File: src/rtl/ps2_pkg.sv
// Shared definitions for the PS/2 key scanner.
//   ps2_state_t : frame receiver state encoding
//   PS2_EXT/BRK : E0 (extended) and F0 (break) prefix bytes
//   ps2_event_t : queued event {ext, brk, code}, EV_W bits wide
package ps2_pkg;

  typedef enum logic [1:0] {
    ST_IDLE   = 2'd0,
    ST_DATA   = 2'd1,
    ST_PARITY = 2'd2,
    ST_STOP   = 2'd3
  } ps2_state_t;

  localparam logic [7:0] PS2_EXT = 8'hE0;
  localparam logic [7:0] PS2_BRK = 8'hF0;
  localparam int unsigned EV_W = 10;

  typedef struct packed {
    logic       ext;
    logic       brk;
    logic [7:0] code;
  } ps2_event_t;

  // Odd parity holds when data plus parity bit contain an odd number of ones.
  function automatic logic odd_parity_ok(input logic [7:0] data, input logic par);
    return ^{data, par};
  endfunction

endpackage

File: src/rtl/ps2_key_scanner_if.sv
// Event stream handshake of the PS/2 key scanner.
//   ev_valid : head event present      ev_ready : consumer accepts head
//   ev_code  : scan code               ev_ext   : E0-prefixed
//   ev_break : key release (F0)
// master = scanner side, slave = consumer side.
interface ps2_key_scanner_if;
  logic       ev_valid;
  logic       ev_ready;
  logic [7:0] ev_code;
  logic       ev_ext;
  logic       ev_break;

  modport master (output ev_valid, ev_code, ev_ext, ev_break, input ev_ready);
  modport slave  (input ev_valid, ev_code, ev_ext, ev_break, output ev_ready);
endinterface

File: src/rtl/ps2_event_fifo.sv
// Show-ahead event queue.
//   push/push_data : write request (dropped when full and not popping)
//   pop            : remove head (ignored when empty)
//   head           : current head entry, empty : queue empty
//   drop           : one-cycle indication that a push was discarded
module ps2_event_fifo #(
  parameter int unsigned WIDTH = 10,
  parameter int unsigned DEPTH = 4
) (
  input  logic             clk,
  input  logic             rst,
  input  logic             push,
  input  logic [WIDTH-1:0] push_data,
  input  logic             pop,
  output logic [WIDTH-1:0] head,
  output logic             empty,
  output logic             drop
);

  localparam int unsigned AW = $clog2(DEPTH);

  logic [AW:0]      wptr, rptr;
  logic [WIDTH-1:0] mem [DEPTH];
  logic             full, wr_en, rd_en;

  // Extra MSB separates full (MSBs differ) from empty (pointers equal).
  assign empty = (wptr == rptr);
  assign full  = (wptr[AW] != rptr[AW]) && (wptr[AW-1:0] == rptr[AW-1:0]);
  assign rd_en = pop && !empty;
  assign wr_en = push && (!full || rd_en);
  assign drop  = push && full && !rd_en;
  assign head  = mem[rptr[AW-1:0]];

  always_ff @(posedge clk or negedge rst) begin
    if (!rst) begin
      wptr <= '0;
      rptr <= '0;
      for (int unsigned i = 0; i < DEPTH; i++) mem[i] <= '0;
    end else begin
      if (wr_en) begin
        mem[wptr[AW-1:0]] <= push_data;
        wptr <= wptr + 1'b1;
      end
      if (rd_en) rptr <= rptr + 1'b1;
    end
  end

endmodule

File: src/rtl/ps2_key_scanner.sv
// PS/2 keyboard frame receiver and scan-code event generator.
//   clk, rst        : system clock, async active-low reset
//   ps2_clk/data    : raw PS/2 lines (idle high)
//   ev              : event stream (master modport)
//   frame_err       : one-cycle pulse on start/parity/stop/timeout error
//   overflow        : sticky event-dropped flag, ovf_clr clears it
module ps2_key_scanner
  import ps2_pkg::*;
#(
  parameter int unsigned CLK_HZ     = 50000000,
  parameter int unsigned TIMEOUT_US = 2000,
  parameter int unsigned FIFO_DEPTH = 4
) (
  input  logic               clk,
  input  logic               rst,
  input  logic               ps2_clk,
  input  logic               ps2_data,
  ps2_key_scanner_if.master  ev,
  output logic               frame_err,
  output logic               overflow,
  input  logic               ovf_clr
);

  localparam int unsigned LIMIT = CLK_HZ / 1000000 * TIMEOUT_US;
  localparam int unsigned TW    = $clog2(LIMIT + 1);

  logic [1:0]  clk_sync, dat_sync;
  logic        clk_prev, fall;
  ps2_state_t  state;
  logic [2:0]  bcnt;
  logic [7:0]  shreg;
  logic        par_ok, byte_vld;
  logic [TW-1:0] tcnt;
  logic        ext_pend, brk_pend, push_vld;
  ps2_event_t  push_ev, head_ev;
  logic        empty, drop, pop;

  always_ff @(posedge clk or negedge rst) begin
    if (!rst) begin
      clk_sync <= '1;
      dat_sync <= '1;
      clk_prev <= 1'b1;
    end else begin
      clk_sync <= {clk_sync[0], ps2_clk};
      dat_sync <= {dat_sync[0], ps2_data};
      clk_prev <= clk_sync[1];
    end
  end

  assign fall = clk_prev && !clk_sync[1];

  // Frame receiver; shreg holds the byte while byte_vld is high.
  always_ff @(posedge clk or negedge rst) begin
    if (!rst) begin
      state     <= ST_IDLE;
      bcnt      <= '0;
      shreg     <= '0;
      par_ok    <= 1'b0;
      tcnt      <= '0;
      byte_vld  <= 1'b0;
      frame_err <= 1'b0;
    end else begin
      byte_vld  <= 1'b0;
      frame_err <= 1'b0;
      if (state == ST_IDLE || fall) tcnt <= '0;
      else                          tcnt <= tcnt + 1'b1;
      if (fall) begin
        case (state)
          ST_IDLE: begin
            if (!dat_sync[1]) begin
              state <= ST_DATA;
              bcnt  <= '0;
            end else begin
              frame_err <= 1'b1;
            end
          end
          ST_DATA: begin
            shreg <= {dat_sync[1], shreg[7:1]};
            bcnt  <= bcnt + 3'd1;
            if (bcnt == 3'd7) state <= ST_PARITY;
          end
          ST_PARITY: begin
            par_ok <= odd_parity_ok(shreg, dat_sync[1]);
            state  <= ST_STOP;
          end
          ST_STOP: begin
            state <= ST_IDLE;
            if (dat_sync[1] && par_ok) byte_vld  <= 1'b1;
            else                       frame_err <= 1'b1;
          end
          default: state <= ST_IDLE;
        endcase
      end else if (state != ST_IDLE && tcnt == TW'(LIMIT - 1)) begin
        state     <= ST_IDLE;
        frame_err <= 1'b1;
      end
    end
  end

  // Prefix tracking; a completed event is registered before the queue.
  always_ff @(posedge clk or negedge rst) begin
    if (!rst) begin
      ext_pend <= 1'b0;
      brk_pend <= 1'b0;
      push_vld <= 1'b0;
      push_ev  <= '0;
    end else begin
      push_vld <= 1'b0;
      if (frame_err) begin
        ext_pend <= 1'b0;
        brk_pend <= 1'b0;
      end else if (byte_vld) begin
        if (shreg == PS2_EXT) begin
          ext_pend <= 1'b1;
        end else if (shreg == PS2_BRK) begin
          brk_pend <= 1'b1;
        end else begin
          push_vld <= 1'b1;
          push_ev  <= '{ext: ext_pend, brk: brk_pend, code: shreg};
          ext_pend <= 1'b0;
          brk_pend <= 1'b0;
        end
      end
    end
  end

  assign pop = !empty && ev.ev_ready;

  ps2_event_fifo #(.WIDTH(EV_W), .DEPTH(FIFO_DEPTH)) u_fifo (
    .clk       (clk),
    .rst       (rst),
    .push      (push_vld),
    .push_data (push_ev),
    .pop       (pop),
    .head      (head_ev),
    .empty     (empty),
    .drop      (drop)
  );

  assign ev.ev_valid = !empty;
  assign ev.ev_code  = head_ev.code;
  assign ev.ev_ext   = head_ev.ext;
  assign ev.ev_break = head_ev.brk;

  always_ff @(posedge clk or negedge rst) begin
    if (!rst)         overflow <= 1'b0;
    else if (drop)    overflow <= 1'b1;
    else if (ovf_clr) overflow <= 1'b0;
  end

endmodule

File: src/flat_wrapper.sv
// flat-port wrapper written by rule: the top's interface ports become plain ports
module ps2_key_scanner_flat import ps2_pkg::*;
#(
  parameter int unsigned CLK_HZ     = 50000000,
  parameter int unsigned TIMEOUT_US = 2000,
  parameter int unsigned FIFO_DEPTH = 4
)
  (clk, rst, ps2_clk, ps2_data, frame_err, overflow, ovf_clr, ev_ev_valid, ev_ev_code, ev_ev_ext, ev_ev_break, ev_ev_ready);
  ps2_key_scanner_if ev_i ();
  input  logic clk;
  input  logic rst;
  input  logic ps2_clk;
  input  logic ps2_data;
  output logic frame_err;
  output logic overflow;
  input  logic ovf_clr;
  output wire logic [$bits(ev_i.ev_valid)-1:0] ev_ev_valid;
  output wire logic [$bits(ev_i.ev_code)-1:0] ev_ev_code;
  output wire logic [$bits(ev_i.ev_ext)-1:0] ev_ev_ext;
  output wire logic [$bits(ev_i.ev_break)-1:0] ev_ev_break;
  input wire logic [$bits(ev_i.ev_ready)-1:0] ev_ev_ready;
  assign ev_ev_valid = ev_i.ev_valid;
  assign ev_ev_code = ev_i.ev_code;
  assign ev_ev_ext = ev_i.ev_ext;
  assign ev_ev_break = ev_i.ev_break;
  assign ev_i.ev_ready = ev_ev_ready;
  ps2_key_scanner #(.CLK_HZ(CLK_HZ), .TIMEOUT_US(TIMEOUT_US), .FIFO_DEPTH(FIFO_DEPTH)) u_core (.clk(clk), .rst(rst), .ps2_clk(ps2_clk), .ps2_data(ps2_data), .ev(ev_i), .frame_err(frame_err), .overflow(overflow), .ovf_clr(ovf_clr));
endmodule
File: config.mk
export PLATFORM = sky130hd
export DESIGN_NAME = ps2_key_scanner_flat
export DESIGN_NICKNAME = d
export VERILOG_FILES = /design/src/rtl/ps2_pkg.sv /design/src/rtl/ps2_key_scanner_if.sv /design/src/rtl/ps2_event_fifo.sv /design/src/rtl/ps2_key_scanner.sv /design/src/flat_wrapper.sv
export SDC_FILE = /design/constraint.sdc
export NUM_CORES = 1
export LEC_CHECK = 0
export ABC_CLOCK_PERIOD_IN_PS = 2600
export CAP_MARGIN = 30
export CORE_MARGIN = 2
export CORE_UTILIZATION = 40
export DETAILED_ROUTE_END_ITERATION = 16
export PLACE_DENSITY = 0.71
export SLEW_MARGIN = 20
export SYNTH_ARGS = -nofsm -noshare
export SYNTH_HDL_FRONTEND = slang
export SYNTH_HIERARCHICAL = 1
export SYNTH_SLANG_ARGS = --single-unit
export TNS_END_PERCENT = 1
File: constraint.sdc
create_clock -name clk -period 2.6 [get_ports clk]
set_input_delay 0.65 -clock clk [delete_from_list [all_inputs] [get_ports clk]]
set_output_delay 0.65 -clock clk [all_outputs]
set_load 0.005 [all_outputs]
# == Word level (Yosys, flattened, before mapping) ==
# Index checks and enable logic that the tools add are counted.
# totals
wordCells,116
in_bits,6
regBits,98
# classes
add_sub_neg,4
order_cmp,3
n_eq_ne,15
n_reduce_logical,30
n_bitwise,5
muxes,36
# op_table
cell,n
40-bit bitwise mux,1
10-bit 2-to-1 mux,3
1-bit 2-to-1 mux,21
10-bit binary-select mux with 2-bit select,1
10-bit demux with 2-bit select,1
"17-bit by 1-bit adder with 17-bit output, second input constant",1
"17-bit == test, second input constant",1
17-bit 2-to-1 mux,1
"8-bit == test, second input constant",2
1-bit logical AND,10
2-bit nonzero test,5
"3-bit by 1-bit adder with 3-bit output, second input constant",3
9-bit XOR reduction,1
2-bit 2-to-1 mux,4
2-bit case mux with 4 select lines,1
2-bit AND reduction,4
"3-bit greater-or-equal comparator, second input constant",2
"3-bit != test, second input constant",2
2-bit inverter with 3-bit output,2
3-bit case mux with 2 select lines,1
3-bit AND reduction,2
"2-bit == test, second input constant",2
1-bit zero test,4
4-bit AND reduction,1
other kinds (14),17

# == Longest topological paths before layout ==
# logic_depth
ltp_word,7
ltp_mapped,8
depth_no_buf,7

# == By module ==
# The synthesis kept the hierarchy.
# by_module_without_submodules
mod,area_per_inst_um2,cells_per_inst,n_inst
ps2_key_scanner,2356.0,200,1
ps2_event_fifo,2207.1,134,1

# == Worst setup path before layout ==
# No wires, ideal clock.
# synth_path
path_type,register to register
startpoint,reg u_core.u_fifo.wptr[1]
endpoint,reg u_core/u_fifo/mem[10] in the netlist's numbering
slack_ns,-0.012
t_arrival_ns,2.488
stages_incl_launch_ff,8
required_ns,2.475
cell_sequence,dfrtp_1 > xor2_2 > or2_2 > nor2_1 > nor2b_1 > buf_1 > o41ai_4 > mux2_2
# synth_between
elab_chain_len,6
elab_cells_between_ends,16
classes_between,2 x order compare; 2 x eq/ne; 3 x mux; 1 x bitwise; 8 x reduce/logical
# synth_lines
item,line_no,source
"start, declared",ps2_event_fifo.sv:22,"logic [AW:0] wptr, rptr;"
"start signal, assigned",ps2_event_fifo.sv:42,wptr <= wptr + 1'b1;
3-bit == test,ps2_event_fifo.sv:27,assign empty = (wptr == rptr);
via u_core.empty,ps2_key_scanner.sv:36,"logic empty, drop, pop;"
1-bit zero test,ps2_key_scanner.sv:127,assign pop = !empty && ev.ev_ready;
1-bit logical AND,ps2_key_scanner.sv:127,
via u_core.pop,ps2_key_scanner.sv:36,
1-bit logical AND,ps2_event_fifo.sv:29,assign rd_en = pop && !empty;
1-bit logical OR,ps2_event_fifo.sv:30,assign wr_en = push && (!full || rd_en);
1-bit logical AND,ps2_event_fifo.sv:30,
"end signal, assigned by index",ps2_event_fifo.sv:41,mem[wptr[AW-1:0]] <= push_data;
"end, declared",ps2_event_fifo.sv:23,logic [WIDTH-1:0] mem [DEPTH];
# The timed path passes the listed nets, and every way through them passes these cells.
# A chain may end at the register's enable or synchronous reset.

# == Worst setup path in the final report ==
# layout_path
startpoint,reg u_core.u_fifo.rptr[0]
endpoint,out ev_ev_ext
# layout_between
elab_chain_len,4
# layout_lines
item,line_no,source
"start, declared",ps2_event_fifo.sv:22,
"start signal, assigned",ps2_event_fifo.sv:44,if (rd_en) rptr <= rptr + 1'b1;
2-bit inverter with 3-bit output (not written as such),ps2_event_fifo.sv:32,assign head = mem[rptr[AW-1:0]];
10-bit binary-select mux with 2-bit select,ps2_event_fifo.sv:32,
10-bit 2-to-1 mux (not written as such) (2 in a row),ps2_event_fifo.sv:32,
"end, declared",flat_wrapper.sv:19,output wire logic [$bits(ev_i.ev_ext)-1:0] ev_ev_ext;
# No other way between the ends. The select of a mux whose other input is x is not followed.

==> impl_metrics.py <==
metrics = {
    "power_and_ir_drop": {
        "total_power_mw": 4.10,
        "power_frac_comb_pct": 21.6,
        "switchingPower_mw": 1.15,
        "p_sw_share_pct": 28.2,
        "p_leak_nw": 2.52,
        "ir_drop_uv": 447,
        "p_clk_share_pct": 34.2,
        "power_frac_seq_pct": 44.2,
        "power-per-cell-area_nw_per_um2": 762,
        "p_int_mw": 2.94,
    },
    "clock_tree": {
        "path_clk_slew_ns": 0.07,
        "htree_levels": 3,
        "numCtsBuffers": 9,
        "clk_latency_ns": 0.34,
        "cts_tree": "built",
        "clk_path_buf_depth": 2,
        "cts.sinks": 98,
        "cts-root-buf": "clkbuf_16",
        "postCtsHoldBufs": 0,
    },
    "layout": {
        "final_area_sq_um": 5370,
        "num-fill-cells": 983,
        "antenna_cells": 0,
        "syn_to_final_growth_pct": 17.8,
        "layout-drive-gt1-share_pct": 31.0,
        "fin_nets": 389,
        "fin_util_pct": 47.7,
    },
    "routing": {
        "viasPerCell": 5.15,
        "drc": 0,
        "drt-pass1-iter-count": 4,
        "ant_nets": 0,
        "drtIter0Drc": 111,
        "wl_mm": 7.68,
        "post_drt_wl_per_cell_microns": 14.9,
        "vias": 2664,
    },
    "die": {
        "die_w_microns": 111,
        "fp.dieH_microns": 111,
        "initial_core_util_pct": 40.5,
        "ios": 19,
        "rows": 39,
        "dieArea_sq_um": 12300,
        "core_sq_um": 11300,
    },
    "critical_path": {
        "crit_buf_inv": 2,
        "timing.rr.end": "u_core/u_fifo/mem[9]",
        "cp.required_ns": 1.95,
        "r2r-start": "u_core/u_fifo/wptr[1]",
        "r2r_slack_ns": 0.27,
        "path_class": "reg2out",
        "worstRegToRegCells": 8,
        "path_cells": "buf_8 -> mux4_2 -> clkdlybuf4s50_1",
        "worst_path_largest_cell_delay_ns": 0.51,
        "cp-start-kind": "register",
        "path_max_fanout": 6,
        "cp_slowest_cell": "mux4_2",
        "path_depth": 3,
        "critical_path_arrival_ns": 1.89,
        "crit_path_start": "u_core/u_fifo/rptr[0]",
        "crit_path_end_kind": "primary output",
        "cpLargestDelayFamily": "buffers and inverters",
        "endpoint": "ev_ev_ext",
    },
    "timing": {
        "finalHoldViolCount": 0,
        "fin_crit_sh_pct": 97.8,
        "setup_ws_ns": 0.0581,
        "final.setup_skew_ns": 0.00971,
        "rsz0062_at_grt": "yes",
        "fin_crit_ns": 2.54,
        "maxSlewViolCount": 0,
        "clock.fmax_mhz": 393,
        "tns_ns": 0,
        "slew-limit-headroom_pct": 62.4,
        "setup-violations-final": 0,
        "tightest_slew_ns": 0.561,
    },
    "global_route": {
        "track_usage_pct": 13.9,
        "grt_start_max_net_pins": 44,
        "grt_pass1_vias": 2792,
        "grt_overflow_total": 0,
        "grt_pass1_wl_mm": 13.7,
        "antenna_found_initial": 0,
    },
    "placed_design": {
        "place.gp.congestion": 0.788,
        "dp_hpwl_mm": 5.28,
        "portBuffers": 18,
        "dp_slack_ns": 0.159,
        "placed_cell_area_sq_um": 5030,
    },
    "synthesis": {
        "avgSynthCellArea_sq_um": 13.7,
        "synth_cell_types": 47,
        "syn_nets": 353,
        "synth.area.top_cells": "dfrtp_1 (51%), mux2_2 (12%), mux4_2 (4.9%)",
        "synth_top_area_share_pct": 51.0,
        "synth_warnings": 6,
        "synthesis.area_sq_um": 4560,
        "postSynthCellCount": 334,
        "synth_largest_area_cell": "dfrtp_1",
        "ys_seq_elements": 98,
        "ys_seq_area_share_pct": 53.9,
    },
    "run": {
        "maxCapViolations": 0,
    },
    "run_status": {
        "status": "complete, no violations",
    },
    "min_path": {
        "hold_class": "in2async",
    },
}
## metrics by stage
| stage | hold slack [ns] | cells |
|---|---|---|
| floorplan | 0.345 | 334 |
| global placement | 0.347 | 501 |
| detailed placement | 0.352 | 501 |
| CTS | 0.240 | 516 |
| global route | 0.254 | 517 |
| finish | 0.237 | 517 |
## worst min-delay path by stage
stage,start,endpoint,slack [ns]
floorplan,rst,u_core/bcnt[0],0.35
global placement,u_core/dat_sync[0],u_core/dat_sync[1],0.35
detailed placement,u_core/dat_sync[0],u_core/dat_sync[1],0.35
CTS,rst,u_core/par_ok,0.24
global route,rst,u_core/state[0],0.25
finish,rst,u_core/state[0],0.24
## placed cells by master (no fill, tap or decap), types with 10 or more instances in the layout
cell type,instances
nand2_1,19
buf_4,11
mux2_2,50
mux4_2,10
ha_1,13
inv_1,11
xnor2_1,15
nor2_1,18
clkdlybuf4s50_1,16
dfrtp_1,91
## synthesized netlist by cell type (all sizes together)
cell      n
or2       3
and2      7
nor3      5
clkbuf    4
dfrtp    93
nand2    19
o21ai     4
o21a      1
o41ai     6
mux4     10
nand4     6
mux2     59
xor2      9
nand3     6
nor4      6
nand2b    2
o22ai     2
or4       1
ha       13
xnor3     1
o31ai     2
and4      3
xnor2    16
nor4b     1
a21oi     3
nor2     19
a2bb2oi   1
nor2b     2
a21o      2
dfstp     5
or3       2
a211o     1
nand4b    1
inv      11
buf       5
a32o      2
mux2i     1
## cell type report
cell class	count	area [sq um]	share of cell area (%)
sequential	98	2460	45.8
multi-input combinational	216	2020	37.6
timing repair buffer	34	358	6.66
clock buffer	9	225	4.19
tap	143	179	3.33
clock inverter	6	91.3	1.70
inverter	11	41.3	0.768
## worst register-to-register path, stage by stage (launching register included)
cell and delay, ns:
dfrtp_2 0.44, xor2_2 0.18, or2_2 0.31, nor2_2 0.10, nor2b_1 0.05, buf_4 0.17, o41ai_2 0.34, buf_4 0.27
mux2_2 0.35
## logic make-up after synthesis
kind of cell | synth area share, %
AO/OA/AOI/OAI | 5.40
XOR/XNOR | 5.79
flip-flops | 53.9
adder cells (fa/ha/maj) | 3.56
AND/OR/NAND/NOR | 9.71
multiplexers | 19.7
buffers and inverters | 1.95
## repair_timing
action | 4_1_cts | 5_1_grt
pin swaps | 0 | 1
setup endpoints to repair | 10 | 5
setup buffers | 0 | 1
resized for setup | 6 | 1
## state kept, by name, summed over array words and instances (netlist names), 2 cells and up
register	flops
u_core/bcnt	3
u_core/clk_sync	2
u_core/dat_sync	2
u_core/push_ev	10
u_core/shreg	8
u_core/state	2
u_core/tcnt	17
u_core/u_fifo/mem	40
u_core/u_fifo/rptr	3
u_core/u_fifo/wptr	3
## power by group through the flow
| stage | sequential (mW) | combinational (mW) | clock [mW] |
|---|---|---|---|
| 2_1_floorplan | 1.80 | 0.636 | 0 |
| 3_3_place_gp | 1.83 | 0.858 | 0 |
| 3_5_place_dp | 1.84 | 0.885 | 0 |
| 4_1_cts | 1.81 | 0.901 | 1.44 |
| 5_1_grt | 1.84 | 0.996 | 1.51 |
| 6_report | 1.81 | 0.885 | 1.40 |
## routing by layer
| metal | global-route usage, % | routed length, microns |
|---|---|---|
| met4 | 4.25 | 102 |
| met3 | 4.48 | 270 |
| met2 | 21.8 | 3750 |
| met1 | 18.5 | 3560 |
| met5 | 0 | 0 |
(Power assumes the default switching activity.)
